===== config.mk =====
export PLATFORM = sky130hd
export DESIGN_NAME = mem_port_arbiter_flat
export DESIGN_NICKNAME = d
export VERILOG_FILES = /design/src/rtl/mem_port_arbiter_if.sv /design/src/rtl/mem_port_arbiter.sv /design/src/flat_wrapper.sv
export SDC_FILE = /design/constraint.sdc
export NUM_CORES = 1
export LEC_CHECK = 0
export CAP_MARGIN = 20
export CORE_MARGIN = 2
export CORE_UTILIZATION = 55
export DETAILED_ROUTE_END_ITERATION = 10
export DONT_BUFFER_PORTS = 1
export GPL_TIMING_DRIVEN = 0
export PLACE_DENSITY = 0.74
export SYNTH_ARGS = -nofsm -noshare
export SYNTH_HDL_FRONTEND = slang
export SYNTH_SLANG_ARGS = --single-unit

===== constraint.sdc =====
create_clock -name clk -period 3.3 [get_ports clk]
set_clock_uncertainty 0.15 [all_clocks]
set_input_delay 0.495 -clock clk [delete_from_list [all_inputs] [get_ports clk]]
set_output_delay 0.495 -clock clk [all_outputs]
set_load 0.05 [all_outputs]

===== src/rtl/mem_port_arbiter_if.sv =====
// Signal bundle around mem_port_arbiter: fetch port, data port and the shared memory port.
// slave is the arbiter's view; master is the pipeline/memory side driving requests and responses.
interface mem_port_arbiter_if #(
    parameter int ADDR_W = 32,
    parameter int DATA_W = 32
);
    localparam int MASK_W = DATA_W / 8;

    logic [ADDR_W-1:0] imem_addr;
    logic [MASK_W-1:0] imem_rmask;
    logic [DATA_W-1:0] imem_rdata;
    logic              imem_resp;

    logic [ADDR_W-1:0] dmem_addr;
    logic [MASK_W-1:0] dmem_rmask;
    logic [MASK_W-1:0] dmem_wmask;
    logic [DATA_W-1:0] dmem_wdata;
    logic [DATA_W-1:0] dmem_rdata;
    logic              dmem_resp;

    logic [ADDR_W-1:0] mem_addr;
    logic [MASK_W-1:0] mem_rmask;
    logic [MASK_W-1:0] mem_wmask;
    logic [DATA_W-1:0] mem_wdata;
    logic [DATA_W-1:0] mem_rdata;
    logic              mem_resp;

    modport slave (
        input  imem_addr, imem_rmask,
        output imem_rdata, imem_resp,
        input  dmem_addr, dmem_rmask, dmem_wmask, dmem_wdata,
        output dmem_rdata, dmem_resp,
        output mem_addr, mem_rmask, mem_wmask, mem_wdata,
        input  mem_rdata, mem_resp
    );

    modport master (
        output imem_addr, imem_rmask,
        input  imem_rdata, imem_resp,
        output dmem_addr, dmem_rmask, dmem_wmask, dmem_wdata,
        input  dmem_rdata, dmem_resp,
        input  mem_addr, mem_rmask, mem_wmask, mem_wdata,
        output mem_rdata, mem_resp
    );
endinterface


===== src/rtl/mem_port_arbiter.sv =====
// Shares one memory port between fetch and data stages with a one-deep buffer per requester.
// Optional macro ARB_ROUND_ROBIN_EN: alternate grants on collision; default is data-over-fetch.
//
// state  | meaning
// IDLE   | shared port free; issues the winning buffered request for one cycle
// BUSY_I | fetch request outstanding, waiting for mem_resp
// BUSY_D | data request outstanding, waiting for mem_resp
module mem_port_arbiter #(
    parameter int ADDR_W = 32,
    parameter int DATA_W = 32
) (
    input  logic clk,
    input  logic rst,
    mem_port_arbiter_if.slave bus
);
    localparam int MASK_W = DATA_W / 8;
    localparam logic RR_I = 1'b0;
    localparam logic RR_D = 1'b1;

    typedef enum logic [1:0] {
        IDLE   = 2'd0,
        BUSY_I = 2'd1,
        BUSY_D = 2'd2
    } state_t;

    state_t            state_q, state_d;
    logic              pend_i_q, pend_i_d;
    logic              pend_d_q, pend_d_d;
    logic              rr_last_q, rr_last_d;
    logic [ADDR_W-1:0] i_addr_q, i_addr_d;
    logic [MASK_W-1:0] i_rmask_q, i_rmask_d;
    logic [ADDR_W-1:0] d_addr_q, d_addr_d;
    logic [MASK_W-1:0] d_rmask_q, d_rmask_d;
    logic [MASK_W-1:0] d_wmask_q, d_wmask_d;
    logic [DATA_W-1:0] d_wdata_q, d_wdata_d;
    logic [ADDR_W-1:0] hold_addr_q, hold_addr_d;
    logic [DATA_W-1:0] hold_wdata_q, hold_wdata_d;

    logic              issue;
    logic              grant_d;
    logic [ADDR_W-1:0] iss_addr;
    logic [MASK_W-1:0] iss_rmask;
    logic [MASK_W-1:0] iss_wmask;
    logic [DATA_W-1:0] iss_wdata;
    logic              resp_i;
    logic              resp_d;
    logic              req_i;
    logic              req_d;
    logic              cap_i;
    logic              cap_d;
    logic              in_svc_i;
    logic              in_svc_d;

    always_comb begin
        issue = (state_q == IDLE) && (pend_i_q || pend_d_q);
`ifdef ARB_ROUND_ROBIN_EN
        grant_d = pend_d_q && (!pend_i_q || (rr_last_q == RR_I));
`else
        grant_d = pend_d_q;
`endif
        iss_addr  = grant_d ? d_addr_q  : i_addr_q;
        iss_rmask = grant_d ? d_rmask_q : i_rmask_q;
        iss_wmask = grant_d ? d_wmask_q : '0;
        iss_wdata = grant_d ? d_wdata_q : '0;
        resp_i    = (state_q == BUSY_I) && bus.mem_resp;
        resp_d    = (state_q == BUSY_D) && bus.mem_resp;
    end

    // Issue is combinational from the buffers so a capture reaches the port one cycle later.
    always_comb begin
        bus.mem_addr  = '0;
        bus.mem_rmask = '0;
        bus.mem_wmask = '0;
        bus.mem_wdata = '0;
        if (issue) begin
            bus.mem_addr  = iss_addr;
            bus.mem_rmask = iss_rmask;
            bus.mem_wmask = iss_wmask;
            bus.mem_wdata = iss_wdata;
        end else if (state_q != IDLE) begin
            bus.mem_addr  = hold_addr_q;
            bus.mem_wdata = hold_wdata_q;
        end
        bus.imem_resp  = resp_i;
        bus.dmem_resp  = resp_d;
        bus.imem_rdata = resp_i ? bus.mem_rdata : '0;
        bus.dmem_rdata = resp_d ? bus.mem_rdata : '0;
    end

    always_comb begin
        state_d      = state_q;
        pend_i_d     = pend_i_q;
        pend_d_d     = pend_d_q;
        rr_last_d    = rr_last_q;
        i_addr_d     = i_addr_q;
        i_rmask_d    = i_rmask_q;
        d_addr_d     = d_addr_q;
        d_rmask_d    = d_rmask_q;
        d_wmask_d    = d_wmask_q;
        d_wdata_d    = d_wdata_q;
        hold_addr_d  = hold_addr_q;
        hold_wdata_d = hold_wdata_q;

        // A port finishing service this cycle may accept its next request.
        in_svc_i = (state_q == BUSY_I) && !bus.mem_resp;
        in_svc_d = (state_q == BUSY_D) && !bus.mem_resp;
        req_i    = |bus.imem_rmask;
        req_d    = (|bus.dmem_rmask) || (|bus.dmem_wmask);
        cap_i    = req_i && !pend_i_q && !in_svc_i;
        cap_d    = req_d && !pend_d_q && !in_svc_d;

        case (state_q)
            IDLE: begin
                if (issue) begin
                    hold_addr_d  = iss_addr;
                    hold_wdata_d = iss_wdata;
                    if (grant_d) begin
                        pend_d_d = 1'b0;
                        state_d  = BUSY_D;
                    end else begin
                        pend_i_d = 1'b0;
                        state_d  = BUSY_I;
                    end
                end
            end
            BUSY_I: begin
                if (bus.mem_resp) begin
                    state_d   = IDLE;
                    rr_last_d = RR_I;
                end
            end
            BUSY_D: begin
                if (bus.mem_resp) begin
                    state_d   = IDLE;
                    rr_last_d = RR_D;
                end
            end
            default: state_d = IDLE;
        endcase

        if (cap_i) begin
            pend_i_d  = 1'b1;
            i_addr_d  = bus.imem_addr;
            i_rmask_d = bus.imem_rmask;
        end
        // A store wins over a simultaneous load mask on the data port.
        if (cap_d) begin
            pend_d_d  = 1'b1;
            d_addr_d  = bus.dmem_addr;
            d_wmask_d = bus.dmem_wmask;
            d_rmask_d = (|bus.dmem_wmask) ? '0 : bus.dmem_rmask;
            d_wdata_d = bus.dmem_wdata;
        end
    end

    always_ff @(posedge clk or negedge rst) begin
        if (!rst) begin
            state_q      <= IDLE;
            pend_i_q     <= 1'b0;
            pend_d_q     <= 1'b0;
            rr_last_q    <= RR_I;
            i_addr_q     <= '0;
            i_rmask_q    <= '0;
            d_addr_q     <= '0;
            d_rmask_q    <= '0;
            d_wmask_q    <= '0;
            d_wdata_q    <= '0;
            hold_addr_q  <= '0;
            hold_wdata_q <= '0;
        end else begin
            state_q      <= state_d;
            pend_i_q     <= pend_i_d;
            pend_d_q     <= pend_d_d;
            rr_last_q    <= rr_last_d;
            i_addr_q     <= i_addr_d;
            i_rmask_q    <= i_rmask_d;
            d_addr_q     <= d_addr_d;
            d_rmask_q    <= d_rmask_d;
            d_wmask_q    <= d_wmask_d;
            d_wdata_q    <= d_wdata_d;
            hold_addr_q  <= hold_addr_d;
            hold_wdata_q <= hold_wdata_d;
        end
    end

    // Protocol checks on the requesters; ignored by synthesis.
    always @(posedge clk) begin
        if (rst) begin
            assert (!(req_i && !cap_i))
                else $error("imem request dropped: buffer full or port in service");
            assert (!(req_d && !cap_d))
                else $error("dmem request dropped: buffer full or port in service");
            assert (!((|bus.dmem_rmask) && (|bus.dmem_wmask)))
                else $error("dmem read and write masks in the same pulse; read dropped");
        end
    end
endmodule

===== src/flat_wrapper.sv =====
// flat-port wrapper written by rule: the top's interface ports become plain ports
module mem_port_arbiter_flat 
#(
    parameter int ADDR_W = 32,
    parameter int DATA_W = 32
)
  (clk, rst, bus_imem_addr, bus_imem_rmask, bus_imem_rdata, bus_imem_resp, bus_dmem_addr, bus_dmem_rmask, bus_dmem_wmask, bus_dmem_wdata, bus_dmem_rdata, bus_dmem_resp, bus_mem_addr, bus_mem_rmask, bus_mem_wmask, bus_mem_wdata, bus_mem_rdata, bus_mem_resp);
  mem_port_arbiter_if #(.ADDR_W(ADDR_W), .DATA_W(DATA_W)) bus_i ();
  input  logic clk;
  input  logic rst;
  input wire logic [$bits(bus_i.imem_addr)-1:0] bus_imem_addr;
  input wire logic [$bits(bus_i.imem_rmask)-1:0] bus_imem_rmask;
  output wire logic [$bits(bus_i.imem_rdata)-1:0] bus_imem_rdata;
  output wire logic [$bits(bus_i.imem_resp)-1:0] bus_imem_resp;
  input wire logic [$bits(bus_i.dmem_addr)-1:0] bus_dmem_addr;
  input wire logic [$bits(bus_i.dmem_rmask)-1:0] bus_dmem_rmask;
  input wire logic [$bits(bus_i.dmem_wmask)-1:0] bus_dmem_wmask;
  input wire logic [$bits(bus_i.dmem_wdata)-1:0] bus_dmem_wdata;
  output wire logic [$bits(bus_i.dmem_rdata)-1:0] bus_dmem_rdata;
  output wire logic [$bits(bus_i.dmem_resp)-1:0] bus_dmem_resp;
  output wire logic [$bits(bus_i.mem_addr)-1:0] bus_mem_addr;
  output wire logic [$bits(bus_i.mem_rmask)-1:0] bus_mem_rmask;
  output wire logic [$bits(bus_i.mem_wmask)-1:0] bus_mem_wmask;
  output wire logic [$bits(bus_i.mem_wdata)-1:0] bus_mem_wdata;
  input wire logic [$bits(bus_i.mem_rdata)-1:0] bus_mem_rdata;
  input wire logic [$bits(bus_i.mem_resp)-1:0] bus_mem_resp;
  assign bus_i.imem_addr = bus_imem_addr;
  assign bus_i.imem_rmask = bus_imem_rmask;
  assign bus_imem_rdata = bus_i.imem_rdata;
  assign bus_imem_resp = bus_i.imem_resp;
  assign bus_i.dmem_addr = bus_dmem_addr;
  assign bus_i.dmem_rmask = bus_dmem_rmask;
  assign bus_i.dmem_wmask = bus_dmem_wmask;
  assign bus_i.dmem_wdata = bus_dmem_wdata;
  assign bus_dmem_rdata = bus_i.dmem_rdata;
  assign bus_dmem_resp = bus_i.dmem_resp;
  assign bus_mem_addr = bus_i.mem_addr;
  assign bus_mem_rmask = bus_i.mem_rmask;
  assign bus_mem_wmask = bus_i.mem_wmask;
  assign bus_mem_wdata = bus_i.mem_wdata;
  assign bus_i.mem_rdata = bus_mem_rdata;
  assign bus_i.mem_resp = bus_mem_resp;
  mem_port_arbiter #(.ADDR_W(ADDR_W), .DATA_W(DATA_W)) u_core (.clk(clk), .rst(rst), .bus(bus_i));
endmodule

==> results by group <==
Floorplanning
  • Core region area: 15310 µm²
  • Die Ht: roughly 130 µm
  • Initial Util: between 50% and 60%
  • Floorplan die area: 16810 µm²
  • Width of the die: 129.7 µm
  • Std-Cell Rows: 45
  • Count of boundary I/O pins: roughly 280

Clock network
  • Longest Clk Path Bufs: 2
  • TritonCTS clock tree: done
  • Clock buffers created by TritonCTS: 17
  • Worst skew pair latency: roughly 430 ps
  • Clock Sink Count: ~180
  • Clock transition at path regs: around 70 ps
  • Total number of H-tree levels: 4
  • Root Buffer: sky130_fd_sc_hd__clkbuf_16

Worst setup path
  • Crit. End Element: primary output
  • End of the worst register-to-register path: u_core.d_addr_q[6]
  • Start of the worst register-to-register path: u_core.state_q[0]
  • Path depth of the worst reg2reg path: 6
  • Worst endpoint data arrival time: 2470 ps
  • Setup Crit Path Kind: flop to primary output
  • Data required time of the worst path: 2650 ps
  • Slack of the worst reg-to-reg path: 820 ps
  • Nature of the critical path startpoint: flop
  • Launching element of the worst setup path: u_core.state_q[0]
  • CP max FO: 10

Route
  • Number of nets with antenna violations after detailed routing: 0
  • DRC violations left: 0
  • DR vias/cell: between 6 and 7
  • Sum of routed wire length over all layers: 23910 µm
  • Total length of routed met2 wires: around 11000 µm
  • Via Count: between 6000 and 7000
  • DR iter-0 viols: around 660
  • Detailed-routed wire length on met3: between 2000 and 2500 µm
  • Drt first pass iters: 5
  • Average wire per cell in the routed design: 21.81 µm
  • Metal-1 WL: 10340 µm
  • Highest metal used: met4

Placed design
  • RePlAce Congestion: slightly above 0.9
  • Port bufs: 0
  • Sum of net half-perimeters after detailed placement: about 17000 µm

Yosys
  • Top post-synthesis cells by count: 176 x sky130_fd_sc_hd__dfrtp_1, 119 x sky130_fd_sc_hd__nand2_1, 68 x sky130_fd_sc_hd__and3_1
  • Top-count cell post-synth: sky130_fd_sc_hd__dfrtp_1
  • Largest area contributor in the synthesized netlist: sky130_fd_sc_hd__dfrtp_1
  • Share of synthesized flip-flops with an asynchronous set or reset: 100.0%
  • Synthesized area divided by synthesized cell count: between 10 and 15 µm²
  • Number of different library cells in the post-synthesis netlist: 33
  • Flip-flop and latch count after synthesis: ~180
  • Fraction of synthesized cell area taken by the top area cell type: between 50% and 60%
  • Area contributors post-synth: sky130_fd_sc_hd__dfrtp_1 51%, sky130_fd_sc_hd__mux2_4 11%, sky130_fd_sc_hd__mux2_2 5.4%, sky130_fd_sc_hd__nand2_1 5.1%, sky130_fd_sc_hd__and3_1 4.9%
  • Summed instance area of the synthesized netlist: about 8700 µm²
  • Synthesized Nets: 977
  • Register area share after synthesis: around 51%
  • Number of instances in the synthesized netlist: approximately 830
  • Syn. warnings: 0
  • Most used DFF post-synth: sky130_fd_sc_hd__dfrtp_1
  • Number of flops mapped to enable cells by yosys: 0

Timing
  • Total of endpoints with negative setup slack in the final report: 0
  • Max Slew Vio Count: 0
  • Transition time of the tightest slew-check pin: slightly below 800 ps
  • Final period utilization: between 90% and 100%
  • Max-slew headroom: around half
  • Unrepaired setup endpoints after global routing: no
  • Maximum operating frequency: 0.3214 GHz
  • Worst-case hold slack: -391.7 ps
  • Number of endpoints with negative hold slack in the final report: about 180
  • Minimum clock period after layout: slightly above 3000 ps

Status
  • Failing checks: hold timing
  • Run status: complete, but fails checks

Flow run
  • Number of maximum-capacitance constraint violations: 0

Cells and area
  • Total number of nets in the final design: 1017
  • Area delta synth->final: 14.65%
  • Fraction of layout cells with a size suffix above 1: a little over a quarter
  • Final-layout fill cell count: 1185

Global route
  • GRT Resource Usage Total: between 20% and 30%
  • Number of global-route vias before repair: about 6600
  • Wire length of the first global-routing pass: approximately 36000 µm
  • GR Overflow Total: 0
  • Pin count of the biggest net entering global routing: ~180
  • Antenna violations before repair: 3

Min path
  • Worst hold-check path type: input pin to async pin
-- layer usage --
layer / global-route usage, % / vias up
met5: 0 / -
met4: 7.717 / 0
met3: 10.45 / 41
met2: 41.58 / 345
met1: 39.75 / 3399
li1: - / 3022
-- worst max-delay path by stage --
stage	to	slack, ps	depth (start not counted)
finish	bus_mem_addr[17]	190	7
global route	bus_mem_addr[17]	60	7
CTS	bus_mem_rmask[2]	-70	6
detailed placement	bus_mem_addr[4]	-30	7
global placement	bus_mem_wdata[0]	-230	6
floorplan	bus_mem_wdata[0]	410	6
-- cell families after synthesis --
family / synth area share (%)
AND/OR/NAND/NOR: 14.70
flip-flops: 50.71
AO/OA/AOI/OAI: 12.16
adder cells (fa/ha/maj): 0.4323
multiplexers: 16.63
buffers and inverters: 5.374
-- sequential cells by signal, summed over array words and instances, names as in the netlist --
register	count
u_core.pend_i_q	1
u_core.hold_wdata_q	32
u_core.d_addr_q	32
u_core.d_wdata_q	32
u_core.grant_d	1
u_core.d_wmask_q	4
u_core.state_q	2
u_core.d_rmask_q	4
u_core.i_rmask_q	4
u_core.i_addr_q	32
u_core.hold_addr_q	32
-- through the flow --
step | setup TNS [ps] | worst slack (ps) | util [%] | cell area (µm²) | cells
CTS | -129.6 | -66.56 | 64.98 | 9951 | 1096
detailed placement | -33.00 | -33.00 | 59.51 | 9114 | 1064
finish | 0 | 188.3 | 65.02 | 9957 | 1096
global route | 0 | 61.77 | 65.02 | 9957 | 1096
floorplan | 0 | 413.7 | - | 8685 | 831
global placement | -595.4 | -229.1 | 58.43 | 8949 | 1042
-- final cells by class --
| cell class | instances | area [µm²] | area share [%] |
|---|---|---|---|
| timing repair buffer | 22 | 165.2 | 1.659 |
| buffer | 67 | 339.1 | 3.405 |
| tap | 211 | 264.0 | 2.651 |
| antenna | 1 | 2.502 | 0.02513 |
| multi-input combinational | 551 | 4043 | 40.60 |
| sequential | 176 | 4404 | 44.23 |
| inverter | 36 | 135.1 | 1.357 |
| clock buffer | 19 | 442.9 | 4.448 |
| clock inverter | 13 | 161.4 | 1.621 |
-- timing repair --
action                                  CTS  global route
buffers inserted                          0             0
endpoints found under the setup margin   60            40
gates resized for setup                  68             6
endpoints found under the hold margin   176           176
-- cells in the final DEF (no fill, tap or decap), types with 22 or more instances in the layout --
cell,count
sky130_fd_sc_hd__buf_4,22
sky130_fd_sc_hd__clkbuf_1,36
sky130_fd_sc_hd__o22ai_1,64
sky130_fd_sc_hd__and3_1,64
sky130_fd_sc_hd__nor2_1,32
sky130_fd_sc_hd__o21ai_2,29
sky130_fd_sc_hd__mux2_4,62
sky130_fd_sc_hd__dfrtp_1,176
sky130_fd_sc_hd__a21oi_1,34
sky130_fd_sc_hd__inv_1,35
sky130_fd_sc_hd__mux2_2,42
sky130_fd_sc_hd__nand2_1,119
-- critical path: stages (launching register included) --
cell	delay (ps)
sky130_fd_sc_hd__dfrtp_1	400
sky130_fd_sc_hd__inv_1	90
sky130_fd_sc_hd__ha_1	140
sky130_fd_sc_hd__buf_2	220
sky130_fd_sc_hd__clkbuf_2	250
sky130_fd_sc_hd__clkbuf_1	440
sky130_fd_sc_hd__a31oi_1	230
sky130_fd_sc_hd__buf_4	250
Power is left out: the tool's default activity adds up to more than one toggle a clock period on the data nets, which glitch-free logic cannot reach.
